[config.mk]
export PLATFORM = sky130hd
export DESIGN_NAME = dcache_port_arbiter_flat
export DESIGN_NICKNAME = d
export VERILOG_FILES = /design/src/rtl/dcache_port_arbiter_if.sv /design/src/rtl/dcache_port_arbiter.sv /design/src/flat_wrapper.sv
export SDC_FILE = /design/constraint.sdc
export NUM_CORES = 1
export LEC_CHECK = 0
export CORE_AREA = 2 2 210 212
export CTS_CLUSTER_SIZE = 14
export DETAILED_ROUTE_END_ITERATION = 16
export DIE_AREA = 0 0 212 214
export SYNTH_ARGS = -nofsm -noshare
export SYNTH_HDL_FRONTEND = slang
export SYNTH_SLANG_ARGS = --single-unit
[constraint.sdc]
create_clock -name clk -period 13.6 [get_ports clk]
set_input_delay 2.72 -clock clk [delete_from_list [all_inputs] [get_ports clk]]
set_output_delay 2.72 -clock clk [all_outputs]
set_load 0.02 [all_outputs]
[src/rtl/dcache_port_arbiter_if.sv]
// Data-cache port bundle: load-stage, store-stage and cache-side signals,
// plus arbiter status. The slave modport is the arbiter's view; the master
// modport is the view of whatever drives the pipeline and cache sides.
interface dcache_port_arbiter_if #(
  parameter int ADDR_W = 64,
  parameter int DATA_W = 64,
  parameter int TAG_W  = 13
);
  // Handshakes: a *_reqcyc request stays asserted until its *_reqack is seen
  // high in the same cycle; a response beat transfers on a cycle where both
  // *_respcyc and *_respack are high; writeack is a single-cycle completion
  // pulse with no back-pressure.
  logic              rd_reqcyc;
  logic [ADDR_W-1:0] rd_req;
  logic [TAG_W-1:0]  rd_reqtag;
  logic              rd_reqack;
  logic              rd_respcyc;
  logic [DATA_W-1:0] rd_resp;
  logic [TAG_W-1:0]  rd_resptag;
  logic              rd_respack;

  logic              wr_reqcyc;
  logic [ADDR_W-1:0] wr_req;
  logic [DATA_W-1:0] wr_reqdata;
  logic [TAG_W-1:0]  wr_reqtag;
  logic              wr_reqack;
  logic              wr_writeack;

  logic              mem_reqcyc;
  logic [ADDR_W-1:0] mem_req;
  logic [DATA_W-1:0] mem_reqdata;
  logic [TAG_W-1:0]  mem_reqtag;
  logic              mem_reqack;
  logic              mem_respcyc;
  logic [DATA_W-1:0] mem_resp;
  logic [TAG_W-1:0]  mem_resptag;
  logic              mem_respack;
  logic              mem_writeack;

  logic              grant_wr;
  logic              busy;
  logic              protocol_err;

  modport slave (
    input  rd_reqcyc, rd_req, rd_reqtag, rd_respack,
    input  wr_reqcyc, wr_req, wr_reqdata, wr_reqtag,
    input  mem_reqack, mem_respcyc, mem_resp, mem_resptag, mem_writeack,
    output rd_reqack, rd_respcyc, rd_resp, rd_resptag,
    output wr_reqack, wr_writeack,
    output mem_reqcyc, mem_req, mem_reqdata, mem_reqtag, mem_respack,
    output grant_wr, busy, protocol_err
  );

  modport master (
    output rd_reqcyc, rd_req, rd_reqtag, rd_respack,
    output wr_reqcyc, wr_req, wr_reqdata, wr_reqtag,
    output mem_reqack, mem_respcyc, mem_resp, mem_resptag, mem_writeack,
    input  rd_reqack, rd_respcyc, rd_resp, rd_resptag,
    input  wr_reqack, wr_writeack,
    input  mem_reqcyc, mem_req, mem_reqdata, mem_reqtag, mem_respack,
    input  grant_wr, busy, protocol_err
  );
endinterface

[src/rtl/dcache_port_arbiter.sv]
// Arbiter sharing one data-cache request/response bus between the load path
// (RD) and the store path (WR). One owner at a time; the grant is held until
// the final read beat is consumed or the write is acknowledged. Ties in IDLE
// go to the requester that did not own the bus last.
module dcache_port_arbiter #(
  parameter int ADDR_W   = 64,
  parameter int DATA_W   = 64,
  parameter int TAG_W    = 13,
  parameter int RD_BEATS = 8,
  localparam int CNT_W   = (RD_BEATS > 1) ? $clog2(RD_BEATS) : 1
) (
  input  logic             clk,
  input  logic             reset,
  dcache_port_arbiter_if.slave bus,
  output logic [2:0]       state_o,
  output logic [CNT_W-1:0] beat_cnt_o
);

  typedef enum logic [2:0] {
    S_IDLE    = 3'd0,
    S_RD_REQ  = 3'd1,
    S_RD_WAIT = 3'd2,
    S_WR_REQ  = 3'd3,
    S_WR_WAIT = 3'd4
  } state_t;

  localparam logic [CNT_W-1:0] LAST_BEAT = CNT_W'(RD_BEATS - 1);

  state_t            state_q, state_d;
  logic              mem_reqcyc_q, mem_reqcyc_d;
  logic [ADDR_W-1:0] mem_req_q, mem_req_d;
  logic [DATA_W-1:0] mem_reqdata_q, mem_reqdata_d;
  logic [TAG_W-1:0]  mem_reqtag_q, mem_reqtag_d;
  logic [CNT_W-1:0]  beat_cnt_q, beat_cnt_d;
  logic              last_owner_q, last_owner_d;   // 1 = WR owned last
  logic              protocol_err_q, protocol_err_d;

  logic              pick_wr;
  logic              beat_xfer;
  logic              wr_fast_done;
  logic              writeack_ok;

  // Combinational outputs
  logic              rd_reqack_c;
  logic              rd_respcyc_c;
  logic [DATA_W-1:0] rd_resp_c;
  logic [TAG_W-1:0]  rd_resptag_c;
  logic              wr_reqack_c;
  logic              wr_writeack_c;
  logic              mem_respack_c;

  // WR wins when it is the only requester, or on a tie when RD owned last.
  assign pick_wr      = bus.wr_reqcyc && (!bus.rd_reqcyc || !last_owner_q);
  assign beat_xfer    = (state_q == S_RD_WAIT) && bus.mem_respcyc && bus.rd_respack;
  // Write acked and completed in the same cycle.
  assign wr_fast_done = (state_q == S_WR_REQ) && bus.mem_reqack && bus.mem_writeack;
  assign writeack_ok  = (state_q == S_WR_WAIT) || wr_fast_done;

  // State and captured-request registers; reset drops the bus request at once.
  always_ff @(posedge clk or posedge reset) begin
    if (reset) begin
      state_q        <= S_IDLE;
      mem_reqcyc_q   <= 1'b0;
      mem_req_q      <= '0;
      mem_reqdata_q  <= '0;
      mem_reqtag_q   <= '0;
      beat_cnt_q     <= '0;
      last_owner_q   <= 1'b0;
      protocol_err_q <= 1'b0;
    end else begin
      state_q        <= state_d;
      mem_reqcyc_q   <= mem_reqcyc_d;
      mem_req_q      <= mem_req_d;
      mem_reqdata_q  <= mem_reqdata_d;
      mem_reqtag_q   <= mem_reqtag_d;
      beat_cnt_q     <= beat_cnt_d;
      last_owner_q   <= last_owner_d;
      protocol_err_q <= protocol_err_d;
    end
  end

  // Next-state: arbitration, request capture, beat counting, stray detection.
  always_comb begin
    state_d        = state_q;
    mem_reqcyc_d   = mem_reqcyc_q;
    mem_req_d      = mem_req_q;
    mem_reqdata_d  = mem_reqdata_q;
    mem_reqtag_d   = mem_reqtag_q;
    beat_cnt_d     = beat_cnt_q;
    last_owner_d   = last_owner_q;
    protocol_err_d = protocol_err_q;

    case (state_q)
      S_IDLE: begin
        if (pick_wr) begin
          state_d       = S_WR_REQ;
          mem_reqcyc_d  = 1'b1;
          mem_req_d     = bus.wr_req;
          mem_reqdata_d = bus.wr_reqdata;
          mem_reqtag_d  = bus.wr_reqtag;
          last_owner_d  = 1'b1;
        end else if (bus.rd_reqcyc) begin
          state_d       = S_RD_REQ;
          mem_reqcyc_d  = 1'b1;
          mem_req_d     = bus.rd_req;
          mem_reqdata_d = '0;
          mem_reqtag_d  = bus.rd_reqtag;
          last_owner_d  = 1'b0;
        end
      end
      S_RD_REQ: begin
        if (bus.mem_reqack) begin
          mem_reqcyc_d = 1'b0;
          state_d      = S_RD_WAIT;
        end
      end
      S_RD_WAIT: begin
        if (beat_xfer) begin
          if (beat_cnt_q == LAST_BEAT) begin
            beat_cnt_d = '0;
            state_d    = S_IDLE;
          end else begin
            beat_cnt_d = beat_cnt_q + 1'b1;
          end
        end
      end
      S_WR_REQ: begin
        if (bus.mem_reqack) begin
          mem_reqcyc_d = 1'b0;
          state_d      = bus.mem_writeack ? S_IDLE : S_WR_WAIT;
        end
      end
      S_WR_WAIT: begin
        if (bus.mem_writeack) state_d = S_IDLE;
      end
      default: begin
        state_d      = S_IDLE;
        mem_reqcyc_d = 1'b0;
      end
    endcase

    if (bus.mem_respcyc && (state_q != S_RD_WAIT)) protocol_err_d = 1'b1;
    if (bus.mem_writeack && !writeack_ok)          protocol_err_d = 1'b1;
  end

  // Outputs: owner-gated acks and the read-response pass-through.
  always_comb begin
    rd_reqack_c   = 1'b0;
    rd_respcyc_c  = 1'b0;
    rd_resp_c     = '0;
    rd_resptag_c  = '0;
    wr_reqack_c   = 1'b0;
    wr_writeack_c = 1'b0;
    mem_respack_c = 1'b0;
    case (state_q)
      S_RD_REQ:  rd_reqack_c = bus.mem_reqack;
      S_RD_WAIT: begin
        rd_respcyc_c  = bus.mem_respcyc;
        rd_resp_c     = bus.mem_resp;
        rd_resptag_c  = bus.mem_resptag;
        mem_respack_c = bus.rd_respack;
      end
      S_WR_REQ: begin
        wr_reqack_c   = bus.mem_reqack;
        wr_writeack_c = wr_fast_done;
      end
      S_WR_WAIT: wr_writeack_c = bus.mem_writeack;
      default: ;
    endcase
  end

  assign bus.rd_reqack    = rd_reqack_c;
  assign bus.rd_respcyc   = rd_respcyc_c;
  assign bus.rd_resp      = rd_resp_c;
  assign bus.rd_resptag   = rd_resptag_c;
  assign bus.wr_reqack    = wr_reqack_c;
  assign bus.wr_writeack  = wr_writeack_c;
  assign bus.mem_reqcyc   = mem_reqcyc_q;
  assign bus.mem_req      = mem_req_q;
  assign bus.mem_reqdata  = mem_reqdata_q;
  assign bus.mem_reqtag   = mem_reqtag_q;
  assign bus.mem_respack  = mem_respack_c;
  assign bus.grant_wr     = last_owner_q;
  assign bus.busy         = (state_q != S_IDLE);
  assign bus.protocol_err = protocol_err_q;

  assign state_o    = state_q;
  assign beat_cnt_o = beat_cnt_q;

endmodule

[src/flat_wrapper.sv]
// flat-port wrapper written by rule: the top's interface ports become plain ports
module dcache_port_arbiter_flat 
#(
  parameter int ADDR_W   = 64,
  parameter int DATA_W   = 64,
  parameter int TAG_W    = 13,
  parameter int RD_BEATS = 8,
  localparam int CNT_W   = (RD_BEATS > 1) ? $clog2(RD_BEATS) : 1
)
  (clk, reset, state_o, beat_cnt_o, bus_rd_reqcyc, bus_rd_req, bus_rd_reqtag, bus_rd_respack, bus_wr_reqcyc, bus_wr_req, bus_wr_reqdata, bus_wr_reqtag, bus_mem_reqack, bus_mem_respcyc, bus_mem_resp, bus_mem_resptag, bus_mem_writeack, bus_rd_reqack, bus_rd_respcyc, bus_rd_resp, bus_rd_resptag, bus_wr_reqack, bus_wr_writeack, bus_mem_reqcyc, bus_mem_req, bus_mem_reqdata, bus_mem_reqtag, bus_mem_respack, bus_grant_wr, bus_busy, bus_protocol_err);
  dcache_port_arbiter_if #(.ADDR_W(ADDR_W), .DATA_W(DATA_W), .TAG_W(TAG_W)) bus_i ();
  input  logic clk;
  input  logic reset;
  output logic [2:0] state_o;
  output logic [CNT_W-1:0] beat_cnt_o;
  input wire logic [$bits(bus_i.rd_reqcyc)-1:0] bus_rd_reqcyc;
  input wire logic [$bits(bus_i.rd_req)-1:0] bus_rd_req;
  input wire logic [$bits(bus_i.rd_reqtag)-1:0] bus_rd_reqtag;
  input wire logic [$bits(bus_i.rd_respack)-1:0] bus_rd_respack;
  input wire logic [$bits(bus_i.wr_reqcyc)-1:0] bus_wr_reqcyc;
  input wire logic [$bits(bus_i.wr_req)-1:0] bus_wr_req;
  input wire logic [$bits(bus_i.wr_reqdata)-1:0] bus_wr_reqdata;
  input wire logic [$bits(bus_i.wr_reqtag)-1:0] bus_wr_reqtag;
  input wire logic [$bits(bus_i.mem_reqack)-1:0] bus_mem_reqack;
  input wire logic [$bits(bus_i.mem_respcyc)-1:0] bus_mem_respcyc;
  input wire logic [$bits(bus_i.mem_resp)-1:0] bus_mem_resp;
  input wire logic [$bits(bus_i.mem_resptag)-1:0] bus_mem_resptag;
  input wire logic [$bits(bus_i.mem_writeack)-1:0] bus_mem_writeack;
  output wire logic [$bits(bus_i.rd_reqack)-1:0] bus_rd_reqack;
  output wire logic [$bits(bus_i.rd_respcyc)-1:0] bus_rd_respcyc;
  output wire logic [$bits(bus_i.rd_resp)-1:0] bus_rd_resp;
  output wire logic [$bits(bus_i.rd_resptag)-1:0] bus_rd_resptag;
  output wire logic [$bits(bus_i.wr_reqack)-1:0] bus_wr_reqack;
  output wire logic [$bits(bus_i.wr_writeack)-1:0] bus_wr_writeack;
  output wire logic [$bits(bus_i.mem_reqcyc)-1:0] bus_mem_reqcyc;
  output wire logic [$bits(bus_i.mem_req)-1:0] bus_mem_req;
  output wire logic [$bits(bus_i.mem_reqdata)-1:0] bus_mem_reqdata;
  output wire logic [$bits(bus_i.mem_reqtag)-1:0] bus_mem_reqtag;
  output wire logic [$bits(bus_i.mem_respack)-1:0] bus_mem_respack;
  output wire logic [$bits(bus_i.grant_wr)-1:0] bus_grant_wr;
  output wire logic [$bits(bus_i.busy)-1:0] bus_busy;
  output wire logic [$bits(bus_i.protocol_err)-1:0] bus_protocol_err;
  assign bus_i.rd_reqcyc = bus_rd_reqcyc;
  assign bus_i.rd_req = bus_rd_req;
  assign bus_i.rd_reqtag = bus_rd_reqtag;
  assign bus_i.rd_respack = bus_rd_respack;
  assign bus_i.wr_reqcyc = bus_wr_reqcyc;
  assign bus_i.wr_req = bus_wr_req;
  assign bus_i.wr_reqdata = bus_wr_reqdata;
  assign bus_i.wr_reqtag = bus_wr_reqtag;
  assign bus_i.mem_reqack = bus_mem_reqack;
  assign bus_i.mem_respcyc = bus_mem_respcyc;
  assign bus_i.mem_resp = bus_mem_resp;
  assign bus_i.mem_resptag = bus_mem_resptag;
  assign bus_i.mem_writeack = bus_mem_writeack;
  assign bus_rd_reqack = bus_i.rd_reqack;
  assign bus_rd_respcyc = bus_i.rd_respcyc;
  assign bus_rd_resp = bus_i.rd_resp;
  assign bus_rd_resptag = bus_i.rd_resptag;
  assign bus_wr_reqack = bus_i.wr_reqack;
  assign bus_wr_writeack = bus_i.wr_writeack;
  assign bus_mem_reqcyc = bus_i.mem_reqcyc;
  assign bus_mem_req = bus_i.mem_req;
  assign bus_mem_reqdata = bus_i.mem_reqdata;
  assign bus_mem_reqtag = bus_i.mem_reqtag;
  assign bus_mem_respack = bus_i.mem_respack;
  assign bus_grant_wr = bus_i.grant_wr;
  assign bus_busy = bus_i.busy;
  assign bus_protocol_err = bus_i.protocol_err;
  dcache_port_arbiter #(.ADDR_W(ADDR_W), .DATA_W(DATA_W), .TAG_W(TAG_W), .RD_BEATS(RD_BEATS)) u_core (.clk(clk), .reset(reset), .bus(bus_i), .state_o(state_o), .beat_cnt_o(beat_cnt_o));
endmodule
==> Word level (Yosys, flattened, before mapping) <==
Index checks and enable logic that the tools add are counted.
{ "totals": {"wordCells": 76, "in_bits": 303, "out_inout_bits": 233, "ram_bits": 0, "latch_bits": 0, "reg_bits": 150, "mem_bits_ro": 0, "n_memories": 0} }
{ "op_classes": {"muxes": 31, "n_bitwise": 1, "n_eq_ne": 13, "addsub": 1, "n_reduce_logical": 22, "multipliers": 0, "shift": 0, "div": 0, "n_lt_le_gt_ge": 0} }
{ "ops": {"columns": ["op", "n"], "rows": [
  ["64-bit two-way mux", 5],
  ["13-bit two-way mux", 3],
  ["3-bit two-way mux", 9],
  ["3-bit one-hot mux with 5 select lines", 1],
  ["1-bit two-way mux", 11],
  ["2-bit inequality test, second input constant", 4],
  ["1-bit logical AND", 7],
  ["3-bit by 2-bit equality test with 1-bit output, second input constant", 2],
  ["3-bit equality test, second input constant", 2],
  ["3-bit by 2-bit inequality test with 1-bit output, second input constant", 2],
  ["6-bit AND reduction", 1],
  ["2-bit by 1-bit inequality test with 1-bit output, second input constant", 2],
  ["2-bit AND reduction", 2],
  ["2-bit nonzero test", 2],
  ["2-bit OR reduction", 2],
  ["3-bit by 1-bit adder with 3-bit output, second input constant", 1],
  ["3-bit by 1-bit equality test with 1-bit output, second input constant", 1],
  ["1-bit zero test", 3],
  ["3-bit zero test", 1],
  ["1-bit one-hot mux with 3 select lines", 1],
  ["3-bit AND reduction", 1],
  ["3-bit nonzero test", 1],
  ["1-bit logical OR", 2],
  ["1-bit one-hot mux with 2 select lines", 1],
  ["1-bit NOT", 1]
]} }

==> Depth between registers and ports, before layout <==
Gate-level depths: netlist of the first run.
{ "logic_depth": {"ltp_word": 7, "ltp_mapped": 7} }

==> Least setup slack after synthesis of the first run <==
No wires, ideal clock.
{ "synth_path": {"path_kind": "in2out", "from": "in bus_mem_reqack", "to": "out bus_wr_writeack", "path_stages": 3, "required_time_ns": 10.880, "t_arrival_ns": 3.467, "path_buffers": 0, "slack_ns": 7.413, "path_cell_list": "and4b_1 -> a21oi_1 -> nor2b_1"} }
{ "synth_between": {"elab_chain_cells": 3} }
{ "synth_rtl": {"columns": ["element", "line", "text"], "rows": [
  ["start, declared", "flat_wrapper.sv:24", "input wire logic [$bits(bus_i.mem_reqack)-1:0] bus_mem_reqack;"],
  ["1-bit logical AND (2 in series)", "dcache_port_arbiter.sv:56", "assign wr_fast_done = (state_q == S_WR_REQ) && bus.mem_reqack && bus.mem_writeack;"],
  ["1-bit one-hot mux with 2 select lines", "dcache_port_arbiter.sv:155", "case (state_q)"],
  ["end, declared", "flat_wrapper.sv:34", "output wire logic [$bits(bus_i.wr_writeack)-1:0] bus_wr_writeack;"]
]} }
No other way between the ends.

==> Worst setup path after layout of the first run <==
Same ends and word-level chain as after synthesis.

==> metrics, run 1 <==
largest cells by area after synthesis dfrtp_1 54%, o221a_1 13%, nand4b_1 9.8%, a22o_1 8.1%, and2_1 7.3%; post-CTS resize count 0; TritonRoute pass-1 iters 4; worst min path class register to register; crit-path max FO 5; Synth warnings 0; total gr overflow 0; area grow syn2layout 94.18%; IR drop worst, VDD 0.09688 mV; Core Region 42890 um2; routed vias/inst 4.177; share of layout cells above drive strength 1 4.708%; Post-Syn Area 6900 um2; Peak Freq 0.1418 GHz; Worst-Skew Late Latency 0.43 ns; post-layout min period 7.053 ns; Final Cycle Share 51.86%; setup TNS 0 ns; Required @ worst endpoint 10.88 ns; P_leak 0.005043 uW; CTS Buffer Depth 2; Final Wtd Congestion 0.9078; Finished Core Util 31.24%; Avg Synthesized Cell Area 12.48 um2; first-pass GRT wire length 45.97 mm; Slew Limit Fails 0; vias in the first global route 7047; Worst-Margin Slew 0.9710 ns; Worst setup SP type input pin; number of max-cap violations 0; Cell Rows 76; H-tree depth 4; pin count of the biggest net entering global routing 91; Vias 6883; number of synthesized flops with an enable pin 0; crit path kind input pin to output pin; placed instance area 12810 um2; relative slew slack 35.27%; Min-Delay Path Depth 1; most frequent cells after synthesis 150 x dfrtp_1, 80 x and2_1, 77 x nand4b_1, 77 x o221a_1, 64 x a22o_1; Setup violations, final 0; Yosys reg bits 150; Net count, final 1355; post-synth top area share 54.40%; sequential element share of the synthesized area 54.40%; Clk pin slew, worst setup/hold paths 0.06 ns; drt drc 0; status complete, no violations; Yosys cell types 31; Hold Buf Count CTS 0; Fillers 4408; syn_nets 858; cell taking the most area after synthesis dfrtp_1; IO Pins 536; Post-synth ARST share 100.0%; fin area 13400 um2; Die ar. 45370 um2; crit path DAT 4.33 ns; die boundary width 212 um; per-cell routed wire length 19.43 um; final hold vios 0; CP Capture Type output pin; root buf cell clkbuf_16; total wire length 32.02 mm; Initial Util 16.09%; Setup Skew 0.009502 ns; RSZ-0062 raised after global routing false; CTS tree built; Num CTS Buffers 17; FF-to-FF path depth 6; # Post-CTS Setup Buffers 0; Post-synth top flop dfrtp_1; gr usage total 13.54%; most frequent cell after synthesis dfrtp_1; CTS sink cnt 150; Initial DRC Count 378; pwr/cell area 222.1 nW/um2; Gate Count Post-Synth 553; die height 214 um; initial antenna violation count 4; DP HPWL 23.44 mm; IO buf count 535; Routed Antenna Nets 0; final total power 2976 uW
path summary, 6_finish.rpt:
check	from	end	slack, ns
worst max-delay path	bus_mem_reqack	bus_wr_writeack	6.55
worst min-delay path	u_core.bus.mem_reqdata[25]	u_core.bus.mem_reqdata[25]	0.50
worst max register to register	u_core.state_o[0]	u_core.bus.mem_req[61]	11.15
worst min register to register	u_core.bus.mem_reqdata[25]	u_core.bus.mem_reqdata[25]	0.50
max in group asynchronous	reset	u_core.bus.mem_req[31]	9.38
min in group asynchronous	reset	u_core.bus.mem_reqdata[18]	2.82
cell usage in the layout, fill, tap and decap left out, drive strengths merged, types with 6 or more instances in the layout:
cell,Yosys,routed
clkinv,0,6
dfrtp,150,150
buf,24,11
a22o,64,64
nor2,6,6
clkdlybuf4s50,0,534
and2,80,80
nand4b,77,77
o221a,77,77
clkbuf,43,19
sequential cells by signal, summed over array words and instances (netlist names):
signal and flops:
u_core.bus.mem_reqcyc 1, u_core.bus.mem_reqdata 64, u_core.bus.protocol_err 1, u_core.bus.mem_reqtag 13, u_core.bus.mem_req 64, u_core.bus.grant_wr 1
u_core.beat_cnt_o 3, u_core.state_o 3
logic make-up (layout without fill, tap and decap cells):
family | after synthesis | after routing | share of synthesized area (%)
flops | 150 | 150 | 54.40
fa+ha+maj | 2 | 2 | 0.3626
buf+inv | 70 | 579 | 4.261
mux | 3 | 3 | 0.4895
simple gates | 175 | 175 | 18.68
xor+xnor | 1 | 1 | 0.1269
other cells | 0 | 1 | 0
compound gates | 152 | 152 | 21.69
routing by layer:
metal	routed length [um]	global-route usage, %
met1	14490	18.15
met2	14460	20.71
met3	2448	4.149
met4	588	4.296
met5	27	0
stage by stage:
stage | instances | hold WS [ns] | worst slack [ns]
global route | 1647 | 0.5078 | 6.466
detailed placement | 1616 | 0.4805 | 6.556
CTS | 1647 | 0.5012 | 6.538
global placement | 1616 | 0.4824 | 6.539
finish | 1648 | 0.4973 | 6.547
floorplan | 553 | 0.5959 | 6.844
worst max-delay path: stages:
cell and delay [ns]:
clkdlybuf4s50_1 0.54, and4b_1 0.23, a21oi_1 0.07, nor2b_1 0.16, clkdlybuf4s50_1 0.62
power breakdown:
group | switching, uW | internal [uW] | total, uW
sequential | 135 | 660 | 796
combinational | 866 | 822 | 1690
clock | 205 | 288 | 493
total | 1210 | 1770 | 2980
cell type report:
class	instances	area (um2)	share of cell area, %
flip-flops and latches	150	3754	28.01
repair buffers	545	5425	40.49
clock inverters	12	155.1	1.158
diodes	1	2.502	0.01868
well taps	585	732.0	5.463
inverters	3	16.27	0.1214
multi-input cells	333	2882	21.51
clock buffers	19	432.9	3.231
Note: power is estimated with default switching activity, not from simulation.
==> inputs of run 2 (changes only) <==
CORE_AREA = 2 2 207 209   (was 2 2 210 212)
DIE_AREA = 0 0 209 211   (was 0 0 212 214)
clock period = 7.1 ns   (was 13.6 ns; I/O delays follow)
==> run 2 against run 1 <==
Setup slack worse by 4.0 ns; utilization grew 0.74 points; clock skew shrank 0.0031 ns; total power up 92%; wire length up 0.53%; first-iteration DRC count grew 12%; die area fell by 2.8%; non-clock buffer count increased by 1; critical path type unchanged; critical endpoint unchanged; clock-buffer cell count unchanged.
==> metrics, run 2 (synthesis gave the netlist of run 1 again) <==
routed vias/inst 4.291 (+2.7%); status complete, no violations; # Post-CTS Setup Buffers 0 (unchanged); Required @ worst endpoint 5.68 ns (-5.20 ns); Hold Buf Count CTS 0 (unchanged); Final Cycle Share 63.90%; total gr overflow 0 (unchanged); post-layout min period 4.537 ns; Setup Skew 0.006447 ns (-0.003055 ns); switching share of power 40.57% (+0.052 points); P_leak 0.005058 uW (+0.28%); crit path cell chain clkdlybuf4s50_1 -> and4b_1 -> a21oi_1 -> nor2b_1 -> clkdlybuf4s50_1; Clk pin slew, worst setup/hold paths 0.06 ns (about the same); number of max-cap violations 0 (unchanged); total wire length 32.19 mm (+0.53%); IO buf count 535 (unchanged); Final Wtd Congestion 0.8933 (-1.6%); CP Capture Type output pin; die boundary width 209 um (-1.4%); Buf+Inv Stages, Crit Path 2 (unchanged); Crit-path slowest cell clkdlybuf4s50_1; commonest non-fill, non-tap cells in the layout 534 x clkdlybuf4s50_1, 150 x dfrtp_1, 79 x and2_1, 77 x nand4b_1, 77 x o221a_1; clock share of power 16.5% (about the same); CTS Buffer Depth 2 (unchanged); Initial Util 16.52% (+0.43 points); Internal 3398 uW (+92%); area grow syn2layout 93.56%; Worst-Margin Slew 0.9414 ns (-0.02960 ns); final hold vios 0 (unchanged); Initial DRC Count 425 (+12%); crit-path max FO 5 (unchanged); H-tree depth 4 (unchanged); IO Pins 536 (unchanged); Routed Antenna Nets 0 (unchanged); Peak Freq 0.2204 GHz; pin count of the biggest net entering global routing 81 (-11%); WHS 0.4971 ns (-0.0001770 ns); crit path kind input pin to output pin; post-CTS resize count 0 (unchanged); Cell Rows 75 (-1.3%); slowest stage delay, CP 0.63 ns (about the same); first-pass GRT wire length 46.88 mm (+2.0%); CTS tree built; share of layout cells above drive strength 1 4.892% (+0.18 points); Slew Limit Fails 0 (unchanged); setup TNS 0 ns (unchanged); Core Region 41760 um2 (-2.6%); Sw Pwr 2320 uW (+92%); root buf cell clkbuf_16; Die ar. 44100 um2 (-2.8%); FF-to-FF path depth 4 (-2); crit-path leading delay family buffers and inverters; drt drc 0 (unchanged); vias in the first global route 7291 (+3.5%); worst min path class register to register; gr usage total 14.18% (+0.64 points); CTS sink cnt 150 (unchanged); initial antenna violation count 5 (+1); RSZ-0062 raised after global routing false; relative slew slack 37.24% (+2.0 points); Vias 6878 (-0.073%); Worst setup SP type input pin; die height 211 um (-1.4%); crit path DAT 3.12 ns (-1.21 ns); Net count, final 1356 (+0.074%); commonest non-fill, non-tap cell in the layout clkdlybuf4s50_1; pwr/cell area 428.1 nW/um2 (+93%); DP HPWL 23.58 mm (+0.60%); Worst-Skew Late Latency 0.44 ns (about the same); Comb pwr share 56.6% (about the same); Crit path depth 5 (unchanged); TritonRoute pass-1 iters 5 (+1); IR drop worst, VDD 0.2637 mV (+170%); Min-Delay Path Depth 1 (unchanged); Sequential Power Share 26.9% (+0.2 points); Num CTS Buffers 17 (unchanged); per-cell routed wire length 20.08 um (+3.4%); Setup violations, final 0 (unchanged); CP most frequent cell clkdlybuf4s50_1
-- run 2: layout make-up --
class | count | area (um2)
diodes | 1 | 2.502
clock buffers | 19 | 442.9
clock inverters | 12 | 152.6
fillers | 4244 | 28400
inverters | 3 | 16.27
multi-input cells | 333 | 2882
flip-flops and latches | 150 | 3754
well taps | 539 | 674.4
repair buffers | 546 | 5433
-- run 2: worst paths after layout --
path	startpoint	endpoint	slack (ns)
hold / removal	u_core.bus.mem_reqdata[30]	u_core.bus.mem_reqdata[30]	0.50
max in group asynchronous	reset	u_core.bus.mem_req[30]	4.66
setup / recovery	bus_mem_reqack	bus_wr_writeack	2.56
hold reg to reg	u_core.bus.mem_reqdata[30]	u_core.bus.mem_reqdata[30]	0.50
setup reg to reg	u_core.state_o[0]	u_core.bus.mem_req[46]	4.68
min in group asynchronous	reset	u_core.bus.mem_reqdata[37]	1.32
-- run 2: power groups by stage --
stage,Combinational (uW),Clock (uW),Sequential [uW]
6_report,3240,945,1540
5_1_grt,3410,1010,1590
4_1_cts,3270,986,1540
3_5_place_dp,3260,0,1530
3_3_place_gp,3240,0,1530
2_1_floorplan,1170,0,1980
-- run 2: layer usage --
layer	GRT usage, %	vias up	part of all wire [%]
li1	-	3151	-
met1	18.78	3400	45
met2	21.89	298	46
met3	5.010	25	7.1
met4	3.818	4	1.3
met5	0	-	0.065
-- run 2: per-stage QoR --
stage,cells,setup slack (ns),util [%],power [uW],area [um2]
final,1603,2.563,31.99,5717,13360
after global routing,1603,2.456,31.99,6010,13360
after CTS,1602,2.564,31.98,5794,13350
after detailed placement,1571,2.563,30.55,4796,12760
after global placement,1571,2.575,30.55,4769,12760
after floorplan,553,1.644,-,3148,6900
==> RTL change 1, RTL diff (flow settings as in run 2) <==
Put one more register stage on the output `beat_cnt_o`. The value now appears one clock later. The other outputs are not delayed to match.
--- a/src/rtl/dcache_port_arbiter.sv
+++ b/src/rtl/dcache_port_arbiter.sv
@@ -185,7 +185,9 @@
   assign bus.protocol_err = protocol_err_q;
 
   assign state_o    = state_q;
-  assign beat_cnt_o = beat_cnt_q;
+  always_ff @(posedge clk) begin
+    beat_cnt_o <= beat_cnt_q;
+  end
 
 endmodule
 
Behaviour: not the same (a bounded check fails within 4 cycles, from zero or initial values and one cycle with reset high).
==> RTL change 1 against run 2 <==
  * Utilization is essentially flat
  * Non-clock buffer count down 6
  * Sequential cell count grew 3
  * Routed wire length down 15%
  * Global-route usage decreased by 2.0 points
  * Synthesized area is 0.98% lower
  * Setup slack got worse by 0.29 ns
  * Power is 2.3% lower
  * Cell area grew 0.14%
==> RTL change 1: results (changes against run 2) <==
logic_synthesis:
  synth_mux_area_frac: 0.114  # +0.110
  synth_commonest_cells: "dfrtp_1 (150), and2_1 (79), nand2_1 (78)"
  yosysSeqAreaShare: 0.558  # +0.0142
  synthAdderAreaFrac: 0.00366  # +0.0000359
  syn-num-nets: 923  # +7.6%
  synth_compound_area_frac: 0.153  # -0.0634
  synthArstFlopShare: 0.980  # -0.0196
  synth.distinct_cells: 33  # +6.5%
  ys_warn_count: 0  # unchanged
  synth.area.top_cells: "dfrtp_1 (55%), mux2i_1 (11%), a22o_1 (8.2%)"
  yosys.area_share.xor_xnor: 0  # -0.00127
global_routing:
  grtUsageMet1: 0.152  # -0.0355
  grt_usage: 0.121  # -0.0204
  grt_max_degree: 182  # +120%
  met3_usage: 0.0503  # +0.000149
  use_met2: 0.195  # -0.0240
  grt_first_pass_wirelength_mm: 40.5  # -14%
  antenna_found_initial: 1  # -4
  first_global_vias: 6595  # -9.5%
clocking:
  worstSkewPairLatency_ns: 0.43
  clockRootBuffer: "clkbuf_16"
  ctsResizeCount: 0  # unchanged
  cts_max_level: 4  # unchanged
  cts_buffer_depth: 2  # unchanged
  numCtsBuffers: 17  # unchanged
  cts_setup_buffers: 0  # unchanged
  clk_pin_slew_ns: 0.07
routing:
  route.met3.wl_mm: 2.34  # +2.4%
  wl_met1_mm: 11.8  # -19%
  drt_pass1_iterations: 4  # -1
  wl_met2_mm: 12.9  # -13%
  highest_layer: "met5"
  num_vias: 6434  # -6.5%
  wl_per_cell_um: 16.2  # -19%
  drt-initial-drc-count: 275  # -35%
worst_setup_path:
  crit_fanout: 5  # unchanged
  cp_top_family: "buffers and inverters"
  cpPeakStageDelay_ns: 0.70  # +0.07 ns
  cpMaxStageDelayCell: "clkdlybuf4s50_1"
  cp.arrival_ns: 3.40  # +0.28 ns
finish:
  nets: 1431  # +5.5%
  drive_gt1_frac: 0.0404  # -0.00853
  diodes: 0  # -1
pwr:
  peakVddDrop_v: 0.000236  # -10%
  leakage_uw: 0.00559  # +11%
placed_design:
  dp_hpwl_mm: 20.8  # -12%
  gp_congestion: 0.813  # -9.0%
  port_buffers: 535  # unchanged
  dpl_cell_area_mm2: 0.0127  # -0.39%
min_path:
  hold_path_class: "flop to flop"
sta:
  fin_skew_ns: 0.0135  # +0.00703 ns
  worstMarginPinSlew_ns: 1.05  # +0.109 ns
outcome:
  outcome: "finished clean"
==> RTL change 1: cell count changes after synthesis, moves of 3 or more <==
| cell | before | now |
|---|---|---|
| nand4b_1 | 77 | 0 |
| buf_6 | 0 | 4 |
| dfxtp_1 | 0 | 3 |
| clkbuf_1 | 43 | 27 |
| nand2_1 | 3 | 78 |
| o21ai_0 | 2 | 77 |
| mux2_1 | 3 | 0 |
| o221a_1 | 77 | 0 |
| mux2i_1 | 0 | 77 |
==> RTL change 1: area by class of cell <==
cell class,count,area (µm²)
Fill cell,4255,28400
Timing Repair Buffer,540,5420
Sequential cell,153,3810
Multi-Input combinational cell,412,2790
Tap cell,539,674
Clock buffer,19,453
Clock inverter,13,214
Inverter,2,12.5
==> RTL change 1: worst paths after layout <==
check | startpoint | to | slack (ns) | cells after the start
setup / recovery | bus_mem_reqack | bus_wr_writeack | 2.28 | 5
hold / removal | u_core.beat_cnt_q[1] | u_core.beat_cnt_o[1] | 0.41 | 0
setup reg to reg | u_core.state_o[0] | u_core.bus.mem_reqdata[46] | 4.76 | 4
hold reg to reg | u_core.beat_cnt_q[1] | u_core.beat_cnt_o[1] | 0.41 | 0
max in group asynchronous | reset | u_core.bus.mem_reqdata[16] | 4.40 | 3
min in group asynchronous | reset | u_core.bus.mem_reqdata[15] | 1.55 | 2
==> RTL change 1: per-stage QoR <==
stage / worst slack, ns / instances
CTS: 2.31 / 1678
detailed placement: 2.33 / 1646
floorplan: 1.64 / 618
global route: 2.25 / 1678
finish: 2.28 / 1678
global placement: 2.31 / 1646
==> RTL change 1: where the power goes <==
group          total, µW  switching (µW)  internal [µW]
clock network       1030             383            647
logic               3020            1540           1480
registers           1540             254           1280
==> RTL change 2, RTL diff (config.mk and constraints of run 2) <==
Made on the original files. `DATA_W` is set to 64 in 3 places; all go to 60.
--- a/src/rtl/dcache_port_arbiter_if.sv
+++ b/src/rtl/dcache_port_arbiter_if.sv
@@ -3,7 +3,7 @@
 // modport is the view of whatever drives the pipeline and cache sides.
 interface dcache_port_arbiter_if #(
   parameter int ADDR_W = 64,
-  parameter int DATA_W = 64,
+  parameter int DATA_W = 60,
   parameter int TAG_W  = 13
 );
   // Handshakes: a *_reqcyc request stays asserted until its *_reqack is seen
--- a/src/rtl/dcache_port_arbiter.sv
+++ b/src/rtl/dcache_port_arbiter.sv
@@ -4,7 +4,7 @@
 // go to the requester that did not own the bus last.
 module dcache_port_arbiter #(
   parameter int ADDR_W   = 64,
-  parameter int DATA_W   = 64,
+  parameter int DATA_W   = 60,
   parameter int TAG_W    = 13,
   parameter int RD_BEATS = 8,
   localparam int CNT_W   = (RD_BEATS > 1) ? $clog2(RD_BEATS) : 1
--- a/src/flat_wrapper.sv
+++ b/src/flat_wrapper.sv
@@ -2,7 +2,7 @@
 module dcache_port_arbiter_flat 
 #(
   parameter int ADDR_W   = 64,
-  parameter int DATA_W   = 64,
+  parameter int DATA_W   = 60,
   parameter int TAG_W    = 13,
   parameter int RD_BEATS = 8,
   localparam int CNT_W   = (RD_BEATS > 1) ? $clog2(RD_BEATS) : 1
Ports: changed (resized bus_mem_reqdata, bus_mem_resp, bus_rd_resp and bus_wr_reqdata); port bits go from 536 to 520. The function was not compared with the original's and may differ.
==> RTL change 2 against run 2 <==
  * Fmax fell by 1.0%
  * Power fell by 7.6%
  * Clock power shrank 7.0%
  * Routed wire length is 16% lower
  * Synthesized area fell by 3.8%
  * Cell area down 3.6%
  * Sequential cell count fell by 4
  * Setup slack worse by 0.046 ns
  * Highest routed layer is now met4
==> RTL change 2: results (changes against run 2) <==
global_routing:
  grt_first_pass_wirelength_mm: 40.1  # -14%
  grt_usage: 0.121  # -0.0212
  first_global_vias: 6497  # -11%
  antenna_found_initial: 1  # -4
  grt_max_degree: 106  # +31%
finish:
  drive_gt1_frac: 0.0406  # -0.00834
  diodes: 0  # -1
  nFillCells: 4252  # +0.19%
  largest_register_ffs: 64
  nets: 1394  # +2.8%
sta:
  fin_skew_ns: 0.0130  # +0.00651 ns
  worstMarginPinSlew_ns: 0.940  # -0.00142 ns
clocking:
  ctsResizeCount: 0  # unchanged
  numCtsBuffers: 17  # unchanged
  cts_buffer_depth: 2  # unchanged
  cts_max_level: 4  # unchanged
  clockRootBuffer: "clkbuf_16"
  clk_pin_slew_ns: 0.06  # about the same
  worstSkewPairLatency_ns: 0.43
  cts_setup_buffers: 0  # unchanged
logic_synthesis:
  synth.area.top_cells: "dfrtp_1 (55%), mux2i_1 (12%), a22o_1 (7.9%)"
  synth_top_area_share: 0.550  # +0.00625
  syn-num-nets: 900  # +4.9%
  synth_commonest_cells: "dfrtp_1 (146), nand2_1 (78), mux2i_1 (77), o21ai_0 (77), and2_1 (75)"
  ys_warn_count: 0  # unchanged
  yosysSeqAreaShare: 0.550  # +0.00625
  synthArstFlopShare: 1.00  # unchanged
  synth.distinct_cells: 31  # unchanged
worst_setup_path:
  cp.arrival_ns: 3.16  # +0.04 ns
  cpMaxStageDelayCell: "clkdlybuf4s50_1"
  crit_path_start: "bus_mem_reqack"
  crit_fanout: 5  # unchanged
  cpPeakStageDelay_ns: 0.62
  cp_top_family: "buffers and inverters"
  r2r_start: "u_core.bus.grant_wr"
routing:
  drt_pass1_iterations: 4  # -1
  drt-initial-drc-count: 272  # -36%
  wl_per_cell_um: 16.5  # -18%
  viasPerCell: 3.79  # -12%
placed_design:
  gp_congestion: 0.893  # about the same
  dpl_cell_area_mm2: 0.0123  # -3.5%
  dp_hpwl_mm: 21.0  # -11%
  port_buffers: 519  # -3.0%
outcome:
  outcome: "finished clean"
pwr:
  peakVddDrop_v: 0.000202  # -23%
  leakage_uw: 0.00537  # +6.1%
min_path:
  min_from: "u_core.bus.mem_req[41]"
  hold_path_class: "flop to flop"
-- RTL change 2: changes by cell type after synthesis, sizes merged, moves of 5 or more --
| cell | delta |
|---|---|
| clkbuf | -19 |
| nand4b | -77 |
| nand2 | +75 |
| o221a | -77 |
| and2 | -5 |
| o21ai | +75 |
| mux2i | +77 |
-- RTL change 2: cells by family after synthesis --
kind of cell	after synthesis	share of synthesized area
buffers and inverters	53	0.0435
AO/OA/AOI/OAI	152	0.153
adder cells (fa/ha/maj)	2	0.00377
AND/OR/NAND/NOR	172	0.132
multiplexers	78	0.118
flip-flops	146	0.550
-- RTL change 2: worst reg2reg max path, stage by stage (launching register included) --
cell and delay, ns:
dfrtp_1 0.47, a21boi_4 0.18, buf_4 0.57, buf_4 0.69, mux2i_1 0.34, o21ai_0 0.10
-- RTL change 2: path summary, 6_finish.rpt --
check                      depth (start not counted)  slack [ns]                          to
min in group asynchronous                          2        1.57  u_core.bus.mem_reqdata[36]
hold / removal                                     2        0.48      u_core.bus.mem_req[41]
setup reg to reg                                   5        4.60       u_core.bus.mem_req[9]
max in group asynchronous                          3        4.32  u_core.bus.mem_reqdata[14]
hold reg to reg                                    2        0.48      u_core.bus.mem_req[41]
setup / recovery                                   5        2.52             bus_wr_writeack
-- RTL change 2: power by group --
group | internal (µW) | switching (µW)
logic | 1420 | 1510
clock network | 516 | 363
registers | 1230 | 243
-- RTL change 2: routing by layer --
layer	vias up	share of wire	wire length (µm)	global-route usage
li1	3074	-	-	-
met1	2932	0.41	11100	0.145
met2	224	0.50	13600	0.205
met3	20	0.078	2130	0.0409
met4	0	0.012	336	0.0330
met5	-	0	0	0
-- RTL change 2: layout make-up --
class | instances | area (µm²) | share of cell area
Sequential cell | 146 | 3650 | 0.284
Tap cell | 539 | 674 | 0.0524
Multi-Input combinational cell | 404 | 2720 | 0.212
Clock inverter | 8 | 78.8 | 0.00612
Inverter | 2 | 12.5 | 0.000972
Clock buffer | 23 | 488 | 0.0379
Timing Repair Buffer | 526 | 5250 | 0.407
-- RTL change 2: through the flow --
stage	setup WS [ns]	instances	hold slack, ns	total power [µW]
6_report	2.52	1648	0.478	5280
5_1_grt	2.46	1648	0.491	5610
4_1_cts	2.51	1648	0.483	5370
3_5_place_dp	2.51	1617	0.469	4450
3_3_place_gp	2.56	1617	0.461	4420
2_1_floorplan	1.76	603	0.582	2940
